--- src/rtl/uart_rx_param.sv ---
// uart_rx_param: parametrised UART receiver with glitch rejection, error flags and data-ready handshake.
// Define UART_RX_MAJORITY_EN for 2-of-3 majority sampling around mid-bit (needs CLKS_PER_BIT >= 6).
module uart_rx_param #(
    parameter int DATA_BITS    = 8,
    parameter int CLKS_PER_BIT = 10,
    parameter int PARITY_MODE  = 1,
    parameter int STOP_BITS    = 1
) (
    input  logic                 clk,
    input  logic                 rst_n,
    input  logic                 rx,
    input  logic                 rd_ack,
    output logic [DATA_BITS-1:0] data,
    output logic                 data_rdy,
    output logic                 frame_valid,
    output logic                 parity_err,
    output logic                 frame_err,
    output logic                 overrun_err
);
    localparam int HALF = CLKS_PER_BIT / 2;
    localparam int TW   = $clog2(CLKS_PER_BIT);
    localparam int BW   = $clog2(DATA_BITS + 1);
`ifdef UART_RX_MAJORITY_EN
    localparam logic [TW-1:0] T_START = TW'(HALF);
`else
    localparam logic [TW-1:0] T_START = TW'(HALF - 1);
`endif
    localparam logic [TW-1:0] T_LAST = TW'(CLKS_PER_BIT - 1);
    localparam logic [BW-1:0] B_DATA = BW'(DATA_BITS - 1);
    localparam logic [BW-1:0] B_STOP = BW'(STOP_BITS - 1);

    typedef enum logic [2:0] {IDLE, START, DATA, PARITY, STOP} state_t;

    state_t               state_q, state_d;
    logic [TW-1:0]        timer_q, timer_d;
    logic [BW-1:0]        bit_q, bit_d;
    logic [1:0]           sync_q;
    logic                 prev_q;
    logic [DATA_BITS-1:0] sh_q, sh_d;
    logic                 perr_q, perr_d, ferr_q, ferr_d;
    logic [DATA_BITS-1:0] data_q, data_d;
    logic                 rdy_q, rdy_d, fv_q, fv_d, pe_q, pe_d, fe_q, fe_d, ov_q, ov_d;
    logic                 rx_s, sample, tick, done;

    assign rx_s = sync_q[1];
`ifdef UART_RX_MAJORITY_EN
    logic [1:0] hist_q;
    assign sample = (hist_q[1] & hist_q[0]) | (hist_q[1] & rx_s) | (hist_q[0] & rx_s);
`else
    assign sample = rx_s;
`endif
    assign tick = (timer_q == T_LAST);

    always_ff @(posedge clk or negedge rst_n) begin
        if (!rst_n) begin
            state_q <= IDLE;
            timer_q <= '0;
            bit_q   <= '0;
            sync_q  <= 2'b11;
            prev_q  <= 1'b1;
`ifdef UART_RX_MAJORITY_EN
            hist_q  <= 2'b11;
`endif
            sh_q    <= '0;
            perr_q  <= 1'b0;
            ferr_q  <= 1'b0;
            data_q  <= '0;
            rdy_q   <= 1'b0;
            fv_q    <= 1'b0;
            pe_q    <= 1'b0;
            fe_q    <= 1'b0;
            ov_q    <= 1'b0;
        end else begin
            state_q <= state_d;
            timer_q <= timer_d;
            bit_q   <= bit_d;
            sync_q  <= {sync_q[0], rx};
            prev_q  <= rx_s;
`ifdef UART_RX_MAJORITY_EN
            hist_q  <= {hist_q[0], rx_s};
`endif
            sh_q    <= sh_d;
            perr_q  <= perr_d;
            ferr_q  <= ferr_d;
            data_q  <= data_d;
            rdy_q   <= rdy_d;
            fv_q    <= fv_d;
            pe_q    <= pe_d;
            fe_q    <= fe_d;
            ov_q    <= ov_d;
        end
    end

    always_comb begin
        state_d = state_q;
        timer_d = timer_q + 1'b1;
        bit_d   = bit_q;
        sh_d    = sh_q;
        perr_d  = perr_q;
        ferr_d  = ferr_q;
        data_d  = data_q;
        rdy_d   = rdy_q;
        fv_d    = 1'b0;
        pe_d    = pe_q;
        fe_d    = fe_q;
        ov_d    = ov_q;
        done    = 1'b0;
        if (rd_ack && rdy_q) begin
            rdy_d = 1'b0;
            ov_d  = 1'b0;
        end
        case (state_q)
            IDLE: begin
                timer_d = '0;
                bit_d   = '0;
                ferr_d  = 1'b0;
                // a held-low line keeps prev_q low, so only a real high-to-low edge starts a frame
                if (prev_q && !rx_s) state_d = START;
            end
            START: if (timer_q == T_START) begin
                timer_d = '0;
                state_d = sample ? IDLE : DATA;
            end
            DATA: if (tick) begin
                timer_d = '0;
                sh_d    = {sample, sh_q[DATA_BITS-1:1]};
                bit_d   = bit_q + 1'b1;
                if (bit_q == B_DATA) begin
                    bit_d   = '0;
                    state_d = (PARITY_MODE != 0) ? PARITY : STOP;
                end
            end
            PARITY: if (tick) begin
                timer_d = '0;
                perr_d  = (^sh_q) ^ sample ^ (PARITY_MODE == 2);
                state_d = STOP;
            end
            STOP: if (tick) begin
                timer_d = '0;
                ferr_d  = ferr_q | ~sample;
                bit_d   = bit_q + 1'b1;
                if (bit_q == B_STOP) begin
                    state_d = IDLE;
                    done    = 1'b1;
                end
            end
            default: state_d = IDLE;
        endcase
        // an ack in the completion cycle consumes the old frame, so no overrun then
        if (done) begin
            data_d = sh_q;
            pe_d   = perr_q;
            fe_d   = ferr_q | ~sample;
            fv_d   = 1'b1;
            rdy_d  = 1'b1;
            if (rdy_q && !rd_ack) ov_d = 1'b1;
        end
    end

    assign data        = data_q;
    assign data_rdy    = rdy_q;
    assign frame_valid = fv_q;
    assign parity_err  = pe_q;
    assign frame_err   = fe_q;
    assign overrun_err = ov_q;
endmodule

--- config.mk ---
export PLATFORM = sky130hd
export DESIGN_NAME = uart_rx_param
export DESIGN_NICKNAME = d
export VERILOG_FILES = /design/src/rtl/uart_rx_param.sv
export SDC_FILE = /design/constraint.sdc
export NUM_CORES = 1
export LEC_CHECK = 0
export CORE_ASPECT_RATIO = 1.75
export CORE_MARGIN = 2
export CORE_UTILIZATION = 40
export CTS_CLUSTER_SIZE = 10
export DETAILED_ROUTE_END_ITERATION = 10
export HOLD_SLACK_MARGIN = 0.1
export PLACE_DENSITY = 0.6
export SYNTH_ARGS = -nofsm -noshare
export SYNTH_HDL_FRONTEND = slang
export SYNTH_SLANG_ARGS = --single-unit
--- constraint.sdc ---
create_clock -name clk -period 4.7 [get_ports clk]
set_clock_uncertainty 0.15 [all_clocks]
set_input_delay 0.94 -clock clk [delete_from_list [all_inputs] [get_ports clk]]
set_output_delay 0.94 -clock clk [all_outputs]
set_load 0.02 [all_outputs]
==> flow_summary.json <==
{
  "internal_power_uw": 658,
  "cts.sinks": 37,
  "floorplan.initialDensity_pct": 40.8,
  "cts-root-buf": "clkbuf_8",
  "worstPathRequired_ns": 3.61,
  "synth-seq-cells": 37,
  "post-dp-hpwl_mm": 2.36,
  "cts_tree": "built",
  "drv_cap": 0,
  "fin_tns_setup_ns": 0,
  "worstSetupPathType": "reg2out",
  "layoutNonFillerInstCount": 215,
  "ant_nets": 0,
  "synth_edf_count": 0,
  "maxSlewHeadroom_pct": 47.0,
  "finish.utilization_pct": 47.8,
  "grt-busiest-layer": "met2",
  "path_max_fanout": 4,
  "ys_types": 41,
  "synthTopCellsByCount": "34 x dfrtp_1, 19 x mux2_2, 9 x inv_1, 7 x a21oi_1, 7 x nor2_1",
  "grt_max_degree": 38,
  "die_h_microns": 92.3,
  "path_clk_slew_ns": 0.07,
  "drt_pass1_iterations": 4,
  "start_kind": "register",
  "port-buffer-count": 16,
  "diodes": 0,
  "wl_per_cell_microns": 15.1,
  "p_leak_uw": 0.000975,
  "powerDensity_mw_per_mm2": 473,
  "vias": 1134,
  "clk_path_buf_depth": 2,
  "core_area_sq_mm": 0.00436,
  "ys_warn_count": 0,
  "seqPwrFrac_pct": 44.9,
  "yosys-top-cells-area": "dfrtp_1 48%, mux2_2 12%, dfstp_2 4.4%, ha_1 3.5%, xnor2_1 2.9%",
  "gp_congestion": 0.835,
  "crit_buf_inv": 1,
  "drv_slew": 0,
  "end_kind": "output port",
  "peakVddDrop_v": 0.000285,
  "min_period_ns": 2.40,
  "power_frac_comb_pct": 27.7,
  "met1_usage_pct": 16.9,
  "placed_area_sq_mm": 0.00197,
  "die_area_sq_mm": 0.00503,
  "vias_per_cell": 5.27,
  "syn_area_sq_mm": 0.00178,
  "slowest_stage": "clkdlybuf4s50_1",
  "ys_seq_area_share_pct": 52.2,
  "syn_inst": 145,
  "status": "complete, no violations",
  "cts_buffers": 5,
  "avgSynthCellArea_sq_um": 12.3,
  "grt_use_met3_pct": 4.35,
  "grt_overflow_total": 0,
  "drc_errors": 0,
  "area_growth_pct": 17.1,
  "grt_pass1_wl_mm": 5.71,
  "tightest_slew_ns": 0.795,
  "die_w_microns": 54.5,
  "synth_most_common_cell": "dfrtp_1",
  "synth_nets": 154,
  "cp_top_family": "buffers and inverters",
  "antenna_found_initial": 0,
  "p_clk_share_pct": 27.3,
  "arrival_ns": 1.31,
  "timing_hold_violations_final": 0,
  "cts_hold_buf": 0,
  "cts_resized": 0,
  "cts.htree.levels": 2,
  "synth-main-ff-cell": "dfrtp_1",
  "nNetsFinal": 172,
  "routed_wirelength_mm": 3.24,
  "finalCritPeriodShare_pct": 51.1,
  "place_ws_ns": 2.46,
  "max_freq_mhz": 416,
  "use_met2_pct": 26.1,
  "first_global_vias": 1275,
  "crit_chain": "clkdlybuf4s50_1",
  "critical_path.max_stage_delay_ns": 0.63,
  "drt_iter0_drc": 7,
  "final_layout_size_suffix_gt1_share_pct": 25.0,
  "switching_share_pct": 33.3,
  "async_reset_ff_share_pct": 100,
  "row_count": 32,
  "setup_viol": 0,
  "holdCritPathClass": "reg2reg",
  "ios": 17,
  "postLayoutSetupSlackWorst_ns": 2.30,
  "final_area_sq_mm": 0.00209,
  "yosys.area.top_type": "dfrtp_1",
  "power.net_switching_uw": 329,
  "rsz0062_at_grt": "false",
  "post-cts-setup-buffer-count": 0,
  "grt_util_all_layers_pct": 15.7,
  "synth.top_cell.area_share_pct": 47.8,
  "insertion_delay_ns": 0.29,
  "placedCellCount": 207
}
==> power by group through the flow <==
stage	clock network (uW)	logic [uW]	registers, uW
after global placement	0	269	445
after detailed placement	0	278	451
final	270	274	444
after floorplan	0	257	405
after global routing	296	312	455
after CTS	281	280	445
==> sequential cells by signal, indices dropped and copies added, names as in the netlist, named ones only <==
| signal | count |
|---|---|
| perr_q | 1 |
| data | 8 |
| prev_q | 1 |
| sh_q | 8 |
| parity_err | 1 |
| data_rdy | 1 |
| ferr_q | 1 |
| state_q | 3 |
| frame_valid | 1 |
| timer_q | 4 |
| frame_err | 1 |
| sync_q | 2 |
| bit_q | 4 |
==> final timing paths <==
kind                       slack [ns]  cells after the start         end        from
max                              2.30                      1    data_rdy    data_rdy
min                              0.21                      0   sync_q[1]   sync_q[0]
max reg2reg                      2.48                      3     data[1]  state_q[2]
min reg2reg                      0.21                      0   sync_q[1]   sync_q[0]
max in group asynchronous        3.31                      1  timer_q[3]       rst_n
min in group asynchronous        0.59                      1  timer_q[0]       rst_n
==> metrics by stage <==
step                total power, uW  hold WS (ns)
CTS                            1010         0.210
global placement                714         0.196
finish                          988         0.208
global route                   1060         0.220
floorplan                       662         0.195
detailed placement              729         0.198
==> cells by family after synthesis <==
logic type / after synthesis / synth area share [%]
xor+xnor: 9 / 5.20
buf+inv: 14 / 3.37
mux: 19 / 12.0
fa+ha+maj: 6 / 4.14
simple gates: 37 / 14.5
compound gates: 23 / 8.57
flops: 37 / 52.2
==> worst register-to-register path: cells and delay by family (launching register included) <==
kind / cells / cell delay (ns)
flops: 1 / 0.62
simple gates: 2 / 0.94
mux: 1 / 0.40
==> per-layer routing <==
layer  vias up  part of all wire, %  wire [microns]
met5         -                    0               0
met4         0                  2.6              83
met3         8                  3.6             116
met2        23                   57            1840
met1       554                   37            1210
li1        549                    -               -
==> layout make-up <==
class | count | area, sq um
inverters | 9 | 33.8
multi-input cells | 94 | 792
flip-flops and latches | 37 | 930
clock inverters | 2 | 38.8
fillers | 396 | 2280
well taps | 51 | 63.8
clock buffers | 6 | 72.6
repair buffers | 16 | 155
==> cells in the final DEF (no fill, tap or decap), drive strengths merged, types with 4 or more instances in the layout <==
cell type,count
a21oi,7
clkbuf,6
clkdlybuf4s50,15
dfrtp,34
ha,5
inv,9
mux2,19
nand3,4
nor2,7
nor3,5
o21ai,5
xnor2,6
Power figures use the tool's default switching activity.
